[src/rtl/input_conditioner_pkg.sv]
// Shared definitions for the input conditioner: filter state encoding,
// edge-select encoding and default geometry.
package input_conditioner_pkg;

    localparam int unsigned DEF_SYNC_STAGES = 2;
    localparam int unsigned DEF_FILT_W      = 4;
    localparam logic [7:0]  GLITCH_MAX      = 8'hFF;

    // Bit 0 of every encoding is the accepted level, so signal_out is a plain flop output.
    typedef enum logic [1:0] {
        ST_LOW       = 2'b00,
        ST_HIGH      = 2'b01,
        ST_PEND_HIGH = 2'b10,
        ST_PEND_LOW  = 2'b11
    } filt_state_t;

    typedef enum logic [1:0] {
        EDGE_NONE = 2'b00,
        EDGE_RISE = 2'b01,
        EDGE_FALL = 2'b10,
        EDGE_BOTH = 2'b11
    } edge_sel_t;

    function automatic logic edge_selected(input logic [1:0] sel, input logic rising);
        logic hit;
        case (edge_sel_t'(sel))
            EDGE_RISE: hit = rising;
            EDGE_FALL: hit = !rising;
            EDGE_BOTH: hit = 1'b1;
            default:   hit = 1'b0;
        endcase
        return hit;
    endfunction

endpackage

[src/rtl/input_conditioner_sync.sv]
// Multi-flop synchronizer bringing an asynchronous pad signal into the clk domain.
module sync_chain #(
    parameter int unsigned DEPTH = 2
) (
    input  logic clk,
    input  logic reset,
    input  logic d,
    output logic q
);

    logic [DEPTH-1:0] stages;

    always_ff @(posedge clk) begin
        if (reset) begin
            stages <= '0;
        end else begin
            stages <= {stages[DEPTH-2:0], d};
        end
    end

    assign q = stages[DEPTH-1];

endmodule

[src/rtl/input_conditioner.sv]
// Synchronizes and deglitches an external level, strobes selected edges and
// counts rejected pulses.
module input_conditioner #(
    parameter int unsigned SYNC_STAGES = input_conditioner_pkg::DEF_SYNC_STAGES,
    parameter int unsigned FILT_W      = input_conditioner_pkg::DEF_FILT_W
) (
    input  logic              clk,
    input  logic              reset,
    input  logic              signal_in,
    input  logic [FILT_W-1:0] filt_len,
    input  logic [1:0]        edge_sel,
    input  logic              glitch_clr,
    output logic              signal_out,
    output logic              edge_pulse,
    output logic [7:0]        glitch_count
);

    import input_conditioner_pkg::*;

    filt_state_t       state, state_nxt;
    logic              sync_q;
    logic              differs;
    logic              commit;
    logic              glitch;
    logic              edge_nxt;
    logic [FILT_W-1:0] run_cnt, run_cnt_nxt;
    logic [FILT_W:0]   run_inc;

    sync_chain #(.DEPTH(SYNC_STAGES)) u_sync (
        .clk   (clk),
        .reset (reset),
        .d     (signal_in),
        .q     (sync_q)
    );

    always_ff @(posedge clk) begin
        if (reset) begin
            state <= ST_LOW;
        end else begin
            state <= state_nxt;
        end
    end

    assign differs = (sync_q != state[0]);
    assign run_inc = {1'b0, run_cnt} + {{FILT_W{1'b0}}, 1'b1};

    always_comb begin
        state_nxt   = state;
        run_cnt_nxt = run_cnt;
        commit      = 1'b0;
        glitch      = 1'b0;
        case (state)
            ST_LOW, ST_HIGH: begin
                if (differs) begin
                    if (filt_len == '0) begin
                        state_nxt = (state == ST_LOW) ? ST_HIGH : ST_LOW;
                        commit    = 1'b1;
                    end else begin
                        state_nxt   = (state == ST_LOW) ? ST_PEND_HIGH : ST_PEND_LOW;
                        run_cnt_nxt = '0;
                    end
                end
            end
            ST_PEND_HIGH, ST_PEND_LOW: begin
                if (differs) begin
                    // Compared against the live filt_len so a shortened filter commits at once.
                    if (run_inc >= {1'b0, filt_len}) begin
                        state_nxt = (state == ST_PEND_HIGH) ? ST_HIGH : ST_LOW;
                        commit    = 1'b1;
                    end else begin
                        run_cnt_nxt = run_inc[FILT_W-1:0];
                    end
                end else begin
                    state_nxt = (state == ST_PEND_HIGH) ? ST_LOW : ST_HIGH;
                    glitch    = 1'b1;
                end
            end
            default: state_nxt = ST_LOW;
        endcase
    end

    always_comb begin
        signal_out = state[0];
        edge_nxt   = commit && edge_selected(edge_sel, state_nxt[0]);
    end

    always_ff @(posedge clk) begin
        if (reset) begin
            run_cnt      <= '0;
            edge_pulse   <= 1'b0;
            glitch_count <= '0;
        end else begin
            run_cnt    <= run_cnt_nxt;
            edge_pulse <= edge_nxt;
            if (glitch_clr) begin
                glitch_count <= '0;
            end else if (glitch && glitch_count != GLITCH_MAX) begin
                glitch_count <= glitch_count + 8'd1;
            end
        end
    end

endmodule

[config.mk]
export PLATFORM = sky130hd
export DESIGN_NAME = input_conditioner
export DESIGN_NICKNAME = d
export VERILOG_FILES = /design/src/rtl/input_conditioner_pkg.sv /design/src/rtl/input_conditioner_sync.sv /design/src/rtl/input_conditioner.sv
export SDC_FILE = /design/constraint.sdc
export NUM_CORES = 1
export LEC_CHECK = 0
export ABC_CLOCK_PERIOD_IN_PS = 2400
export BUFFER_PORTS_ARGS = -buffer_cell sky130_fd_sc_hd__clkbuf_2
export CAP_MARGIN = 40
export CORE_ASPECT_RATIO = 0.6
export CORE_MARGIN = 1.5
export CORE_UTILIZATION = 26
export DETAILED_ROUTE_END_ITERATION = 10
export GPL_TIMING_DRIVEN = 0
export PLACE_DENSITY_LB_ADDON = 0.2
export SYNTH_ARGS = -nofsm -noshare
export SYNTH_HDL_FRONTEND = slang
export SYNTH_SLANG_ARGS = --single-unit
[constraint.sdc]
create_clock -name clk -period 2.4 [get_ports clk]
set_input_delay 0.36 -clock clk [delete_from_list [all_inputs] [get_ports clk]]
set_output_delay 0.36 -clock clk [all_outputs]
set_load 0.005 [all_outputs]
== Word level (Yosys, flattened, before mapping) ==
Index checks and enable logic that the tools add are counted.
Storage, ports and cells
  register bits after elaboration: 17
  input port bits: 10
  output and inout bits: 10
  logic and storage cells: 54
Cells by class
  $add $sub $neg: 2
  magnitude comparators: 1
  eq/ne operators: 13
  multiplexer cells: 22
  reductions and logical operators: 10
Operators by type and width (number)
  4-bit 2-to-1 mux: 4
  1-bit 2-to-1 mux: 10
  8-bit by 1-bit adder with 8-bit output, second input constant: 1
  2-bit == test, second input constant: 4
  2-bit 2-to-1 mux: 4
  2-bit inequality test, second input constant: 4
  8-bit inequality test, second input constant: 1
  4-bit case mux with 2 select lines: 1
  2-bit OR reduction: 3
  4-bit by 1-bit adder with 5-bit output, second input constant: 1
  5-bit by 4-bit greater-or-equal comparator with 1-bit output: 1
  2-bit by 1-bit == test with 1-bit output, second input constant: 2
  4-bit zero test: 1
  2-bit case mux with 2 select lines: 1
  4-bit AND reduction: 1
  3-bit inequality test, second input constant: 1
  1-bit case mux with 3 select lines: 1
  1-bit logical AND: 2
  2-bit zero test: 1
  1-bit case mux with 2 select lines: 1
  2-bit AND reduction: 1
  1-bit zero test: 1
  1-bit inequality test: 1

== Longest topological paths before layout ==
  depth in word-level cells: 8
  mapped depth: 7
  gate-level depth less buffers: 7

== By module ==
From an unflattened synthesis, not the netlist that was laid out.
Second synthesis, totals
  cell total of the unflattened synthesis: 99
  area total of the unflattened synthesis: 932.1 um2
By module, submodules not included
  input_conditioner: times used 1, cells an instance 95, area each 879.6 um2, sequential area each 300.3 um2
  sync_chain: times used 1, cells an instance 4, area each 52.6 um2, sequential area each 40.0 um2

== Least setup slack after synthesis ==
Ideal clock, no wire load.
  kind: register -> register
  from: register run_cnt[0]
  to: register state[0]
  setup time: 70 ps
  arrival time: 1765 ps
  required time: 2330 ps
  setup slack: 564 ps
  stages on the path, launching flop included: 8
  buffers on the path: 0
  period minus slack after synthesis: 1836 ps
  cells stage by stage: dfxtp_1 > ha_1 > xor2_1 > ha_1 > o21ai_0 > o21ai_0 > a21bo_2 > a21oi_1
On the way
  cells in the longest elaborated chain, start to end: 5
Ends and longest elaborated chain
  start, declared: line input_conditioner.sv:26  | logic [FILT_W-1:0] run_cnt, run_cnt_nxt;
  start signal, assigned: line input_conditioner.sv:93  | run_cnt <= run_cnt_nxt;
  4-bit by 1-bit adder with 5-bit output: line input_conditioner.sv:45  | assign run_inc = {1'b0, run_cnt} + {{FILT_W{1'b0}}, 1'b1};
  5-bit by 4-bit greater-or-equal comparator with 1-bit output: line input_conditioner.sv:67  | if (run_inc >= {1'b0, filt_len}) begin
  2-bit 2-to-1 mux: line input_conditioner.sv:67
  2-bit 2-to-1 mux: line input_conditioner.sv:65  | if (differs) begin
  2-bit case mux with 2 select lines: line input_conditioner.sv:52  | case (state)
  end signal, assigned: line input_conditioner.sv:40  | state <= state_nxt;
  end, declared: line input_conditioner.sv:20  | filt_state_t state, state_nxt;
No other way between the ends. The select of a mux whose other input is x is not followed.
A chain may end at the register's enable or synchronous reset.

== Worst setup path in the final report ==
Ends and elaborated chain as after synthesis.

==> impl_metrics.env <==
export IMPL_antenna_found_initial=0
export IMPL_postSynthAreaPerCell_um2=8.86
export IMPL_yosys_warnings=0
export IMPL_crit_arrival_ns=2.31
export IMPL_grt_max_degree=12
export IMPL_hold_violations=0
export IMPL_ir_worst_vdd_mv=0.199
export IMPL_synth_ff_latch_count=17
export IMPL_port_buffers=19
export IMPL_power_density_mw_per_mm2=489
export IMPL_worstPathCellList="ha_1 > xor2_1 > ha_1 > o21ai_0 > o21ai_0 > a21bo_2 > a21oi_1"
export IMPL_hold_buffers=0
export IMPL_setup_viol=0
export IMPL_core_mm2=0.00330
export IMPL_synth_yosys_seq_area_share_pct=37.3
export IMPL_num_rows=16
export IMPL_cts_sinks=17
export IMPL_period_needed_ns=2.12
export IMPL_synth_top_cell_area_share_pct=37.3
export IMPL_grt_overflow_total=0
export IMPL_synth_most_common_cell="dfxtp_1"
export IMPL_viasPerCell=4.52
export IMPL_antenna_left=0
export IMPL_cp_max_fo=5
export IMPL_numCtsBuffers=3
export IMPL_finalPower_uw=544
export IMPL_dr_total_vias=773
export IMPL_clockRootBuffer="clkbuf_8"
export IMPL_wirelength_mm=1.95
export IMPL_placed_cells=167
export IMPL_yosysUniqueCellTypes=31
export IMPL_async_flop_share_pct=0
export IMPL_fin_cells=171
export IMPL_synth_ff_type="dfxtp_1"
export IMPL_cts_resized=0
export IMPL_die_w_um=79.5
export IMPL_drive_gt1_share_pct=24.6
export IMPL_start_util_pct=27.6
export IMPL_clk_path_buf_depth=2
export IMPL_synth_top_area_cell="dfxtp_1"
export IMPL_cp_slowest_cell="dfxtp_1"
export IMPL_end_kind="register"
export IMPL_ys_top_cells_by_area="dfxtp_1, ha_1, nand3_1"
export IMPL_p_leak_nw=0.439
export IMPL_drv_cap=0
export IMPL_cp_slowest_stage_delay_ns=0.42
export IMPL_hold_class="input port to register"
export IMPL_crit_buf_inv=0
export IMPL_finalInstanceArea_mm2=0.00111
export IMPL_status="complete, no violations"
export IMPL_worstMarginPinSlew_ns=0.581
export IMPL_fin_crit_sh_pct=88.3
export IMPL_r2r_setup_slack_ns=0.28
export IMPL_cts_setup_buffers=0
export IMPL_clk_latency_ns=0.25
export IMPL_final_core_util_pct=33.7
export IMPL_maxSlewViolCount=0
export IMPL_place_ws_ns=0.300
export IMPL_tns_ns=0
export IMPL_die_area_mm2=0.00388
export IMPL_syn_to_final_growth_pct=21.9
export IMPL_layout_nets=143
export IMPL_gp_congestion=0.769
export IMPL_rsz0062_at_grt="false"
export IMPL_grt_usage_pct=10.8
export IMPL_diodes=0
export IMPL_drc=0
export IMPL_grt_pass1_vias=673
export IMPL_cp_start_kind="register"
export IMPL_cts_tree="yes"
export IMPL_mappedNetlistArea_um2=912
export IMPL_grt_pass1_wl_mm=3.25
export IMPL_critical_path_required_ns=2.59
export IMPL_critPathKind="register to register"
export IMPL_syn_nets=119
export IMPL_max_freq_mhz=472
export IMPL_ctsHtreeMaxLevel=1
export IMPL_wl_per_cell_um=11.4
export IMPL_critPathTopFamily="compound AO/OA/AOI/OAI gates"
export IMPL_drtPass1Iterations=4
export IMPL_hpwl_mm=1.51
export IMPL_io_pins=20
export IMPL_clkSlewWorstSetupHoldPaths_ns=0.07
export IMPL_synth_enable_flop_cells=0
export IMPL_slew_headroom_pct=60.8
export IMPL_setup_ws_ns=0.280
export IMPL_fin_skew_ns=0.00198
export IMPL_netlist_instances=103
export IMPL_whs_ns=0.312
export IMPL_synth_common_cells="dfxtp_1, nand3_1, nor2_1"
export IMPL_num_fill_cells=359
export IMPL_dieHeight_um=48.9
export IMPL_dpl_cell_area_mm2=0.00106
export IMPL_drt_iter0_markers=78
==> sequential cells by signal (all words and copies together), names as in the netlist <==
name and cells:
edge_pulse 1, glitch_count 8, run_cnt 4, state 2, u_sync.stages 2
==> cell type report <==
class / count / area [um2] / share of cell area [%]
timing repair buffer: 19 / 95.1 / 8.55
clock inverter: 1 / 7.51 / 0.675
buffer: 2 / 7.51 / 0.675
clock buffer: 3 / 41.3 / 3.71
tap: 45 / 56.3 / 5.06
inverter: 6 / 22.5 / 2.02
sequential: 17 / 340 / 30.6
multi-input combinational: 78 / 542 / 48.7
==> cells by family after synthesis <==
logic type	share of synthesized area, %
AO/OA/AOI/OAI	15.1
XOR/XNOR	9.47
adder cells (fa/ha/maj)	8.23
buffers and inverters	3.29
multiplexers	1.10
flip-flops	37.3
AND/OR/NAND/NOR	25.5
==> layer usage <==
metal	GRT usage, %	up-vias	wire [um]
li1	-	408	-
met1	16.2	348	1080
met2	14.1	15	779
met3	3.74	2	83
met4	3.51	0	14
met5	0	-	0
==> where the power goes <==
part           switching, mW  internal [mW]  total [mW]
clock network          0.102          0.117       0.219
registers            0.00310          0.285       0.288
logic                 0.0217         0.0160      0.0377
total                  0.127          0.418       0.544
==> worst paths after layout <==
path	endpoint	start	cells past startpoint
worst max-delay path	state[0]$_SDFF_PP0_	run_cnt[0]$_SDFFE_PP0P_	7
worst max register to register	state[0]$_SDFF_PP0_	run_cnt[0]$_SDFFE_PP0P_	7
worst min-delay path	u_sync.stages[0]$_SDFF_PP0_	signal_in	2
worst min register to register	u_sync.stages[1]$_SDFF_PP0_	u_sync.stages[0]$_SDFF_PP0_	1
==> cells in the final DEF (no fill, tap or decap) <==
cell type / count
o21ai_0: 4
nor4b_4: 1
o211ai_1: 1
nand4_1: 1
or2_2: 1
xnor2_2: 1
nand3b_1: 1
clkinvlp_4: 1
o41ai_1: 1
inv_1: 6
xnor2_1: 5
nand2_1: 5
nor2b_1: 2
o211ai_2: 1
a21oi_1: 7
nand3_1: 10
clkbuf_1: 1
mux2i_1: 1
dfxtp_1: 17
or3_1: 3
nor3b_1: 1
clkbuf_8: 3
nor3_1: 4
a211oi_2: 1
nand2b_1: 5
xor2_1: 3
a21o_1: 1
ha_1: 6
o21ai_2: 2
clkbuf_2: 19
a21bo_2: 1
nor2_1: 8
buf_1: 1
a31oi_1: 1
(Power assumes the default switching activity.)
